--- src/rtl/oam_dma_ctrl.sv ---
// Sprite DMA sequencer: a CPU write to $4014 halts the CPU and copies one page into OAMDATA.
// Optional macro OAM_DMA_PARITY_ALIGN_EN adds the ALIGN state and parity flop.
module oam_dma_ctrl #(
  parameter logic [15:0] DMA_REG_ADDR = 16'h4014,
  parameter logic [2:0]  OAMDATA_REG  = 3'd4,
  parameter int          XFER_LEN     = 256
) (
  input  logic        clk,
  input  logic        reset,
  input  logic [15:0] cpu_addr,
  input  logic [7:0]  cpu_data_in,
  input  logic        cpu_WE,
  output logic        cpu_halt,
  output logic [15:0] dma_mem_addr,
  output logic        dma_mem_rd,
  input  logic [7:0]  dma_mem_data,
  output logic        ppu_cs_n,
  output logic [2:0]  ppu_reg_addr,
  output logic        ppu_WE,
  output logic [7:0]  ppu_data,
  output logic        dma_busy,
  output logic        dma_done
);

  localparam logic [7:0] LAST_IDX = 8'(XFER_LEN - 1);

  typedef enum logic [2:0] {
    IDLE,
    HALT,
    READ,
    WRITE
`ifdef OAM_DMA_PARITY_ALIGN_EN
    , ALIGN
`endif
  } state_t;

  state_t      state;
  state_t      state_next;
  logic [7:0]  page;
  logic [7:0]  idx;
  logic [15:0] addr_hold;
  logic [2:0]  reg_hold;
  logic [7:0]  data_hold;
  logic        done_q;
  logic        trigger;
  logic        last_byte;

  assign trigger   = cpu_WE && (cpu_addr == DMA_REG_ADDR);
  assign last_byte = (idx == LAST_IDX);
  assign dma_done  = done_q;

`ifdef OAM_DMA_PARITY_ALIGN_EN
  // Free-running CPU cycle parity; reads must start on an even cycle.
  logic parity;

  always_ff @(posedge clk or negedge reset) begin
    if (!reset) parity <= 1'b0;
    else        parity <= ~parity;
  end
`endif

  always_ff @(posedge clk or negedge reset) begin
    if (!reset) state <= IDLE;
    else        state <= state_next;
  end

  // Page/index bookkeeping plus the registers that let bus outputs hold their last values.
  always_ff @(posedge clk or negedge reset) begin
    if (!reset) begin
      page      <= 8'h00;
      idx       <= 8'h00;
      addr_hold <= 16'h0000;
      reg_hold  <= 3'd0;
      data_hold <= 8'h00;
      done_q    <= 1'b0;
    end else begin
      done_q <= (state == WRITE) && last_byte;
      if ((state == IDLE) && trigger) begin
        page <= cpu_data_in;
        idx  <= 8'h00;
      end
      if (state == READ) addr_hold <= {page, idx};
      if (state == WRITE) begin
        idx       <= idx + 8'd1;
        reg_hold  <= OAMDATA_REG;
        data_hold <= dma_mem_data;
      end
    end
  end

  always_comb begin
    state_next   = state;
    cpu_halt     = 1'b0;
    dma_busy     = 1'b0;
    dma_mem_rd   = 1'b0;
    dma_mem_addr = addr_hold;
    ppu_cs_n     = 1'b1;
    ppu_reg_addr = reg_hold;
    ppu_WE       = 1'b0;
    ppu_data     = data_hold;
    case (state)
      IDLE: begin
        if (trigger) state_next = HALT;
      end
      HALT: begin
        cpu_halt = 1'b1;
        dma_busy = 1'b1;
`ifdef OAM_DMA_PARITY_ALIGN_EN
        state_next = parity ? READ : ALIGN;
`else
        state_next = READ;
`endif
      end
`ifdef OAM_DMA_PARITY_ALIGN_EN
      ALIGN: begin
        cpu_halt   = 1'b1;
        dma_busy   = 1'b1;
        state_next = READ;
      end
`endif
      READ: begin
        cpu_halt     = 1'b1;
        dma_busy     = 1'b1;
        dma_mem_rd   = 1'b1;
        dma_mem_addr = {page, idx};
        state_next   = WRITE;
      end
      WRITE: begin
        cpu_halt     = 1'b1;
        dma_busy     = 1'b1;
        ppu_cs_n     = 1'b0;
        ppu_reg_addr = OAMDATA_REG;
        ppu_WE       = 1'b1;
        ppu_data     = dma_mem_data;
        state_next   = last_byte ? IDLE : READ;
      end
      default: state_next = IDLE;
    endcase
  end

endmodule
--- config.mk ---
export PLATFORM = sky130hd
export DESIGN_NAME = oam_dma_ctrl
export DESIGN_NICKNAME = d
export VERILOG_FILES = /design/src/rtl/oam_dma_ctrl.sv
export SDC_FILE = /design/constraint.sdc
export NUM_CORES = 1
export LEC_CHECK = 0
export BUFFER_PORTS_ARGS = -buffer_cell sky130_fd_sc_hd__buf_2
export CAP_MARGIN = 20
export CORE_MARGIN = 8
export CORE_UTILIZATION = 53
export CTS_CLUSTER_SIZE = 12
export DETAILED_ROUTE_END_ITERATION = 16
export PLACE_DENSITY = 0.9
export SLEW_MARGIN = 20
export SYNTH_ARGS = -nofsm -noshare
export SYNTH_HDL_FRONTEND = slang
export SYNTH_SLANG_ARGS = --single-unit
--- constraint.sdc ---
create_clock -name clk -period 4.3 [get_ports clk]
set_input_delay 0.645 -clock clk [delete_from_list [all_inputs] [get_ports clk]]
set_output_delay 0.645 -clock clk [all_outputs]
set_load 0.01 [all_outputs]
* After elaboration in Yosys (flattened, before gate mapping)
Index checks and enable logic that the tools add are counted.
** Storage, ports and cells
- Flip-flop bits (word level) :: 47
- Input bits :: 35
- Bits in read-only memories :: 0
- Bits in latches :: 0
- RAM bits :: 0
- Output and inout port bits :: 33
- Memories :: 0
- Logic and storage cells :: 32
** Operators by class
- Reductions and logical operators :: 6
- Shifts and indexed selects :: 0
- Mux-type cells :: 12
- Eq/ne operators :: 6
- Multiply operators :: 0
- Div/mod/pow operators :: 0
- Bitwise gates (word level) :: 0
- Order comparisons :: 0
- Add/subtract/negate cells :: 1
** Operators by type and width (count)
- $mux 8 :: 3
- $eq 16x15->1 const B :: 1
- $mux 16 :: 1
- $pmux 3 s4 :: 1
- $add 8x1->8 const B :: 1
- $eq 8x8->1 const B :: 1
- $eq 3x2->1 const B :: 2
- $mux 3 :: 2
- $mux 1 :: 4
- $eq 3x1->1 const B :: 1
- $logic_and 1x1->1 :: 3
- $logic_not 3->1 :: 1
- $reduce_or 3->1 :: 1
- $mux 2 :: 1
- $ne 2x2->1 const B :: 1
- $reduce_bool 2->1 :: 1

* Longest topological paths before layout
- Depth after elaboration :: 5
- Gate-level depth with buffers :: 5
- Depth with buffers taken out :: 5

* Least setup slack after synthesis
Ideal clock, no wire load.
- Kind :: register to output
- From :: reg state[0]
- To :: out dma_mem_addr[10]
- Cell stages (with the launch flop) :: 4
- Setup slack :: 2.373 ns
- Arrival :: 1.282 ns
- Path buffers :: 1
- Path through :: dfrtp_1 -> nor2_2 -> buf_4 -> mux2_2
** Between the ends
- Word-level cells in the longest chain between the ends :: 2
** RTL lines
- start, declared :: RTL line 37 : state_t state;
- start signal, assigned :: RTL line 64 : else state <= state_next;
- $eq 3x2->1 :: RTL line 101 : case (state)
- $mux 16 :: RTL line 101
- end, declared :: RTL line 14 : output logic [15:0] dma_mem_addr,
No other way between the ends.

* Worst setup path after layout
Same ends and word-level chain as after synthesis.

==> flow_metrics.py <==
metrics = {
    "routing": {
        "drt_iter0_drc": 58,
        "drtPass1Iterations": 4,
        "routedWlPerCell_um": 15.2,
        "totalWireLength_mm": 4.18,
        "drc": 0,
        "viasPerCell": 5.21,
        "drtAntennaViolNets": 0,
        "vias": 1427,
    },
    "timing": {
        "min_period_ns": 2.71,
        "clock_skew_ns": 0.00922,
        "fin_crit_sh_pct": 63.0,
        "fmax_ghz": 0.369,
        "tightest_slew_ns": 0.957,
        "slew_headroom_pct": 36.2,
        "rsz0062_at_grt": "no",
        "slew_viol_final": 0,
        "tns_ns": 0,
        "finalHoldViolCount": 0,
        "holdWs_ns": 0.425,
        "setup_viol": 0,
    },
    "critical_path": {
        "arrival_ns": 2.06,
        "cp-end-kind": "output pin",
        "r2r_end": "addr_hold[10]$_DFF_PN0_",
        "r2r_cells": 2,
        "worstSetupPathType": "flip-flop to output pin",
        "worstPathCellList": "nor2_2 > mux2_2 > buf_2",
        "slowest_delay_ns": 0.70,
        "setup.worst_path.start_class": "flip-flop",
        "crit_fanout": 17,
        "critical_path_buf_inv_count": 1,
        "r2r_slack_ns": 2.63,
        "worstPathRequired_ns": 3.65,
        "reg2reg_from": "state[0]$_DFFE_PN0P_",
        "crit_family": "simple AND/OR/NAND/NOR gates",
        "slowest_stage": "nor2_2",
    },
    "floorplan": {
        "core-area_mm2": 0.00358,
        "die-area_mm2": 0.00584,
        "ios": 68,
        "die_h_um": 76.4,
        "die_x_um": 76.4,
        "initial_core_util_pct": 54.0,
        "rows": 22,
    },
    "clock_tree": {
        "clock_latency_ns": 0.35,
        "cts-htree-levels": 2,
        "clock_sinks": 46,
        "cts_tree": "done",
        "ctsRootBufferMaster": "clkbuf_4",
        "cts_made_buffers": 5,
        "path_clk_slew_ns": 0.13,
        "ctsHoldBuffers": 0,
        "post_cts_buffers": 0,
        "cts.path.max_buffers": 2,
        "cts.repair.resized": 0,
    },
    "grt": {
        "first_global_vias": 1587,
        "grt_pass1_wl_mm": 7.40,
        "grt_usage_pct": 15.5,
        "overflow": 0,
        "grt_start_max_net_pins": 47,
        "antenna_found_initial": 0,
    },
    "outcome": {
        "status": "finished, final reports clean",
    },
    "synthesis": {
        "synthCells": 156,
        "synth.distinct_cells": 32,
        "avgSynthCellArea_um2": 12.4,
        "synth_top_area_share_pct": 59.5,
        "synth_area_leaders": "dfrtp_1, mux2_2, nand2_1, nor4b_4, mux2_4",
        "synth_top_cell_by_area": "dfrtp_1",
        "syn_area_mm2": 0.00193,
        "synth.ff_latch_count": 46,
        "syn_nets": 192,
        "yosysSeqAreaShare_pct": 59.5,
        "synth_warnings": 0,
    },
    "layout": {
        "antenna_cells": 0,
        "drive_above_1_share_pct": 47.3,
        "num-fill-cells": 285,
        "multi_input_area_um2": 728,
        "regArea_mm2": 0.00115,
        "finalNonFillerCells": 274,
        "final_nets": 261,
        "synthToLayoutAreaGrowth_pct": 24.4,
    },
    "placed_design": {
        "place_congestion": 0.746,
        "numPortBuffers": 67,
        "hpwl_mm": 3.15,
        "dp_cells": 266,
    },
    "pwr": {
        "leakage_nw": 1.27,
        "pwr_density_cell_mw_per_mm2": 549,
        "ir_worst_vdd_v": 0.000380,
    },
    "min_path": {
        "worstHoldPathType": "input port to async pin",
    },
    "job": {
        "cap_viol_max_count": 0,
    },
}
flip-flops by register name (all words and copies together), names as in the netlist:
signal     count
addr_hold     16
data_hold      8
idx            8
page           8
reg_hold       3
state          2
dma_done       1
power by group:
group | total, mW | internal [mW] | switching, mW
clock network | 0.329 | 0.197 | 0.132
registers | 0.567 | 0.515 | 0.0519
logic | 0.423 | 0.170 | 0.253
layout make-up:
| class | instances | share of cell area, % |
|---|---|---|
| clock buffers | 6 | 2.13 |
| clock inverters | 2 | 2.50 |
| inverters | 3 | 0.468 |
| multi-input cells | 101 | 30.3 |
| flip-flops and latches | 46 | 47.9 |
| well taps | 48 | 2.50 |
| repair buffers | 68 | 14.3 |
synth_stat cells:
master     n
a21oi_1    1
and2_1     2
and3_1     2
and4bb_2   1
buf_2      1
buf_4      2
buf_8      1
clkbuf_1   2
dfrtp_1   46
ha_1       1
inv_1      3
mux2_2    21
mux2_4     3
nand2_1   33
nand2b_1   1
nand3_1    5
nand3_2    2
nand3b_1   1
nand4_1    1
nor2_1     5
nor2_2     1
nor2_4     1
nor2b_1    2
nor3_1     1
nor4b_4    2
o211ai_1   5
o21ai_0    4
o22ai_1    1
or3_1      2
or4_1      1
xnor2_1    1
xor2_1     1
cell families (layout without fill, tap and decap cells):
family / count (synthesis) / in the layout / share of synthesized area (%)
compound gates: 11 / 11 / 3.56
mux: 24 / 24 / 14.6
fa+ha+maj: 1 / 1 / 0.647
simple gates: 63 / 63 / 18.0
buf+inv: 9 / 79 / 2.78
xor+xnor: 2 / 2 / 0.906
flops: 46 / 46 / 59.5
worst max path at each step:
stage                                    start                to  slack [ns]  cells past startpoint
final                     state[0]$_DFFE_PN0P_  dma_mem_addr[10]        1.59                      3
after global routing      state[1]$_DFFE_PN0P_  dma_mem_addr[11]        1.44                      4
after CTS                 state[0]$_DFFE_PN0P_   dma_mem_addr[4]        1.58                      3
after detailed placement  state[0]$_DFFE_PN0P_   dma_mem_addr[4]        1.98                      3
after global placement    state[0]$_DFFE_PN0P_  dma_mem_addr[15]        2.03                      3
after floorplan           state[0]$_DFFE_PN0P_  dma_mem_addr[10]        2.37                      3
placed cells by master (no fill, tap or decap), types with 3 or more instances in the layout:
cell      Yosys  routed
o21ai_0       4       4
dfrtp_1      46      46
o211ai_1      5       5
clkbuf_4      0       5
mux2_4        3       3
mux2_2       21      21
nor2_1        5       5
nand3_1       5       5
inv_1         3       3
buf_2         1      67
nand2_1      33      33
per-layer routing:
metal  share of wire [%]  wire (um)  global-route usage [%]  vias up
met1                  40       1660                    17.0      701
met3                 6.5        272                    4.25        7
met4                 2.0         85                    7.88        0
met2                  52       2160                    26.6       53
li1                    -          -                       -      666
met5                   0          0                       0        -
stage by stage:
| step | util [%] | power [mW] | worst slack [ns] | area, um^2 |
|---|---|---|---|---|
| 2_1_floorplan | - | 0.831 | 2.37 | 1930 |
| 3_3_place_gp | 64.1 | 0.979 | 2.03 | 2290 |
| 3_5_place_dp | 64.1 | 1.00 | 1.98 | 2290 |
| 4_1_cts | 67.2 | 1.33 | 1.58 | 2400 |
| 5_1_grt | 67.2 | 1.40 | 1.44 | 2400 |
| 6_report | 67.2 | 1.32 | 1.59 | 2400 |
Note: power is estimated with default switching activity, not from simulation.
